### src/rtl/switch_allocator.sv
// Five-port wormhole switch allocator: one IDLE/LOCKED owner FSM per output port,
// round-robin head arbitration, combinational pop of the owner's flit on transfer.
module switch_allocator #(
    parameter int RR_INIT = 0
) (
    input  logic        clk,
    input  logic        rst,
    input  logic [4:0]  req_valid,
    input  logic [4:0]  req_head,
    input  logic [4:0]  req_tail,
    input  logic [14:0] req_dir,
    input  logic [4:0]  out_ready,
    output logic [4:0]  grant_valid,
    output logic [14:0] grant_src,
    output logic [4:0]  in_pop,
    output logic        err
);
    localparam int NP = 5;

    typedef enum logic {IDLE = 1'b0, LOCKED = 1'b1} port_state_t;

    logic [4:0] bound;
    logic [4:0] bad_req;
    logic [4:0] pop_mask [NP];
    logic       err_reg;

    // An input is bound while some output port is locked to it.
    always_comb begin
        bound = '0;
        for (int k = 0; k < NP; k++) begin
            for (int o = 0; o < NP; o++) begin
                if (grant_valid[o] && grant_src[3*o +: 3] == 3'(k)) begin
                    bound[k] = 1'b1;
                end
            end
        end
    end

    genvar gi;
    generate
        for (gi = 0; gi < NP; gi++) begin : g_port
            port_state_t state_reg, state_next;
            logic [2:0]  src_reg, src_next;
            logic [2:0]  ptr_reg, ptr_next;
            logic [4:0]  cand;
            logic [2:0]  win;
            logic        found;
            logic        xfer;

            always_comb begin
                for (int k = 0; k < NP; k++) begin
                    cand[k] = req_valid[k] & req_head[k] & ~bound[k] &
                              (req_dir[3*k +: 3] == 3'(gi));
                end
            end

            // First candidate at or after the pointer, wrapping modulo five.
            always_comb begin
                win   = '0;
                found = 1'b0;
                for (int i = 0; i < NP; i++) begin
                    if (!found && cand[(int'(ptr_reg) + i) % NP]) begin
                        found = 1'b1;
                        win   = 3'((int'(ptr_reg) + i) % NP);
                    end
                end
            end

            assign xfer = (state_reg == LOCKED) & out_ready[gi] & req_valid[src_reg];

            always_comb begin
                state_next = state_reg;
                src_next   = src_reg;
                ptr_next   = ptr_reg;
                case (state_reg)
                    IDLE: begin
                        if (found) begin
                            state_next = LOCKED;
                            src_next   = win;
                        end
                    end
                    LOCKED: begin
                        if (xfer && req_tail[src_reg]) begin
                            state_next = IDLE;
                            src_next   = '0;
                            ptr_next   = (src_reg == 3'd4) ? 3'd0 : src_reg + 3'd1;
                        end
                    end
                    default: state_next = IDLE;
                endcase
            end

            always_ff @(posedge clk) begin
                if (rst) begin
                    state_reg <= IDLE;
                    src_reg   <= '0;
                    ptr_reg   <= 3'(RR_INIT);
                end else begin
                    state_reg <= state_next;
                    src_reg   <= src_next;
                    ptr_reg   <= ptr_next;
                end
            end

            assign pop_mask[gi]           = (xfer && !rst) ? (5'b00001 << src_reg) : 5'b00000;
            assign grant_valid[gi]        = (state_reg == LOCKED);
            assign grant_src[3*gi +: 3]   = src_reg;
        end
    endgenerate

    // Owners are unique across ports, so OR-ing the per-port masks cannot collide.
    always_comb begin
        in_pop = '0;
        for (int o = 0; o < NP; o++) begin
            in_pop = in_pop | pop_mask[o];
        end
    end

    always_comb begin
        for (int k = 0; k < NP; k++) begin
            bad_req[k] = req_valid[k] & ~bound[k] &
                         (~req_head[k] | (req_dir[3*k +: 3] > 3'd4));
        end
    end

    always_ff @(posedge clk) begin
        if (rst) begin
            err_reg <= 1'b0;
        end else begin
            err_reg <= err_reg | (|bad_req);
        end
    end

    assign err = err_reg;

endmodule
### config.mk
export PLATFORM = sky130hd
export DESIGN_NAME = switch_allocator
export DESIGN_NICKNAME = d
export VERILOG_FILES = /design/src/rtl/switch_allocator.sv
export SDC_FILE = /design/constraint.sdc
export NUM_CORES = 1
export LEC_CHECK = 0
export ABC_AREA = 1
export CAP_MARGIN = 20
export CORE_MARGIN = 10
export CORE_UTILIZATION = 35
export CTS_CLUSTER_DIAMETER = 200
export CTS_CLUSTER_SIZE = 10
export DETAILED_ROUTE_END_ITERATION = 16
export DONT_BUFFER_PORTS = 1
export PLACE_DENSITY = 0.46
export SYNTH_ARGS = -nofsm -noshare
export SYNTH_HDL_FRONTEND = slang
export SYNTH_SLANG_ARGS = --single-unit
### constraint.sdc
create_clock -name clk -period 4.96 [get_ports clk]
set_input_delay 0.496 -clock clk [delete_from_list [all_inputs] [get_ports clk]]
set_output_delay 0.496 -clock clk [all_outputs]
set_load 0.1 [all_outputs]
==> results.md <==
* Final Hold Viols at 0
* Proportion of netlist area held by the largest area contributor at around 19%
* Global-route wire length before repair at 51500 um
* DIE AREA at 34500 um^2
* Vias in the first global route at between 9000 and 10000
* Number of nets produced by synthesis at 1865
* Synthesized instance count at ~1700
* Number of inserted diodes at 0
* Slew Limit Headroom at approximately a third
* Largest voltage drop on the vdd net at 0.222 mV
* Total Wirelength at between 30000 and 40000 um
* Post-synth top flop: dfxtp_1
* Placement row count at 60
* Residual DRC at 0
* Remaining number of nets flagged by the antenna check after routing at 0
* EDFF count, synth at 0
* Maximum cell stage delay along the critical path at between 0.5 and 0.6 ns
* Count of non-filler cells in the finished layout at roughly 2000
* First-pass DRT Iterations at 7
* Leading area contributor after synthesis: nand2_1
* P_leak at approximately 5.5 nW
* Initial core utilization at a little over a third
* Filler cell count at about 3100
* Total number of vias at ~11000
* Cell variety after synth at 55
* Sum of negative setup slack at 0 ns
* Final total power at roughly 4.2 mW
* Setup bufs post-CTS at 0
* Class of the most critical setup path: reg -> reg
* Number of buffers between clock root and the deepest sink at 2
* Synth async-reset ratio at 0%
* Max Cap Viol at 0
* Placed cell count at 2041
* Area growth syn-to-layout at 6.77%
* Final clock period utilization by the worst path at between 80% and 90%
* Status: complete, no violations
* CTS tree: built
* Post-detailed-placement half-perimeter wirelength at around 26000 um
* Least-Margin Pin Slew at 1.01 ns
* Clock network latency to the later pin of the worst-skew pair at approximately 0.30 ns
* Max-slew violation count at 0
* Total of hold buffers inserted after clock tree synthesis at 0
* Antenna violations before repair at 1
* Number of clock sinks at 36
* Number of port buffers at 0
* Top cells by instance count after synthesis: nand2_1 (475), nand3_1 (234), inv_1 (224)
* Die Height at approximately 190 um
* Final routed wire length divided by cell count at roughly 15 um
* PostCTS Resize Cnt at 0
* Clock H-tree levels at 2
* Syn Area/Cell at ~5.7 um^2
* Required @ worst endpoint at roughly 5 ns
* Synth Register Bits at 36
* Clock transition at the registers of the reported paths at about 0.060 ns
* GR Util All Layers at 18.4%
* Clk_skew at 0.00968 ns
* Power Density at between 400 and 500 nW/um^2
* Nets@finish at roughly 1900
* Largest net degree at the start of global routing at 31
* Highest Clock Rate at roughly 230 MHz
* Most area-consuming cells after synthesis: nand2_1 (19%), ha_1 (17%), nand3_1 (12%), inv_1 (8.7%), dfxtp_1 (7.5%)
* Startpoint Class: flop
* Slowest-stage cell, CP: dfxtp_1
* Sequential area share after synthesis at under 10%
* WP data arrival at between 4 and 5 ns
* Grt total ovfl at 0
* Category of the worst setup path capture point: flop
* Final Wtd Congestion at approximately 0.93
* Largest driver fanout on the critical path at 8
* Syn Std Cell Area at slightly below 10000 um^2
* Initial detailed-routing violation count at 704
* Dominant cell by count in the synthesized netlist: nand2_1
* Area of the core at 27000 um^2
* Share of cells above drive strength 1 at 9.07%
* Post-route minimum period at about 4.3 ns
* Final setup vio count at 0
* Number of buffers inserted during clock tree synthesis at 5
* Number of warnings reported in the yosys synthesis log at 0
* Via density at between 5 and 6
* Die Wd at roughly 190 um
* # IOs at 63
* Cell at the root of the clock tree: clkbuf_16
* Cell mode on critical path: nand2_1
* Worst hold-check path type: in -> reg
* Setup repair after global routing missed its margin: false
-- routing by layer --
layer,part of all wire [%],vias up,track usage [%]
met5,0.041,-,0
met4,1.3,2,2.81
met3,5.3,25,3.68
met2,44,197,29.1
met1,50,4780,25.4
li1,-,5595,-
-- where the power goes --
part,switching (mW),internal [mW]
Clock,0.139,0.237
Combinational,2.36,1.02
Sequential,0.0766,0.358
-- path summary, 6_finish.rpt --
path	start	endpoint	slack (ns)	cells past startpoint
setup / recovery	g_port[2].ptr_reg[1]$_SDFFE_PP0P_	g_port[2].src_reg[2]$_SDFFE_PP0P_	0.69	25
hold / removal	rst	g_port[1].src_reg[1]$_SDFFE_PP0P_	0.27	1
setup reg to reg	g_port[2].ptr_reg[1]$_SDFFE_PP0P_	g_port[2].src_reg[2]$_SDFFE_PP0P_	0.69	25
hold reg to reg	g_port[3].src_reg[1]$_SDFFE_PP0P_	g_port[3].src_reg[1]$_SDFFE_PP0P_	0.61	2
-- area by class of cell --
| cell class | instances | area, um^2 | area share [%] |
|---|---|---|---|
| Timing Repair Buffer | 31 | 233 | 2.26 |
| Inverter | 257 | 965 | 9.39 |
| Clock buffer | 6 | 129 | 1.25 |
| Tap cell | 341 | 427 | 4.15 |
| Clock inverter | 2 | 35.0 | 0.341 |
| Sequential cell | 36 | 721 | 7.01 |
| Multi-Input combinational cell | 1376 | 7770 | 75.6 |
-- placed cells by master, fill, tap and decap left out, types with 9 or more instances in the layout --
master	instances
o21a_1	10
buf_4	31
or2_2	9
o21ai_1	16
nand3_2	20
nand4_1	40
xor2_1	19
dfxtp_1	36
nor2_1	127
a21oi_1	81
a31oi_1	10
nand2_1	475
nand3_1	234
o21ai_0	69
ha_1	127
nand3b_1	23
inv_1	224
inv_2	28
nand2_2	27
nor3_1	14
-- cells by family (layout without fill, tap and decap cells) --
group | after synthesis | in the layout | share of synthesized area [%]
buf+inv | 286 | 296 | 11.8
simple gates | 994 | 994 | 47.4
compound gates | 228 | 228 | 13.8
flops | 36 | 36 | 7.49
fa+ha+maj | 130 | 130 | 17.1
xor+xnor | 24 | 24 | 2.42
-- critical path: cells and delay by family (launching register included) --
| family | cells | cell delay (ns) |
|---|---|---|
| XOR/XNOR | 1 | 0.28 |
| AND/OR/NAND/NOR | 14 | 1.56 |
| buffers and inverters | 4 | 0.56 |
| AO/OA/AOI/OAI | 3 | 0.34 |
| adder cells (fa/ha/maj) | 3 | 0.92 |
| flip-flops | 1 | 0.52 |
-- through the flow --
stage                     util, %  cell area [um^2]  hold WS [ns]  setup slack [ns]
after detailed placement     37.4             10100         0.574             0.702
final                        38.0             10300         0.269             0.685
after CTS                    38.0             10300         0.262             0.679
after global routing         38.0             10300         0.259             0.196
after floorplan                 -              9620         0.521              1.24
after global placement       37.4             10100         0.571             0.714
No activity file was read; power rests on OpenSTA's default activity.
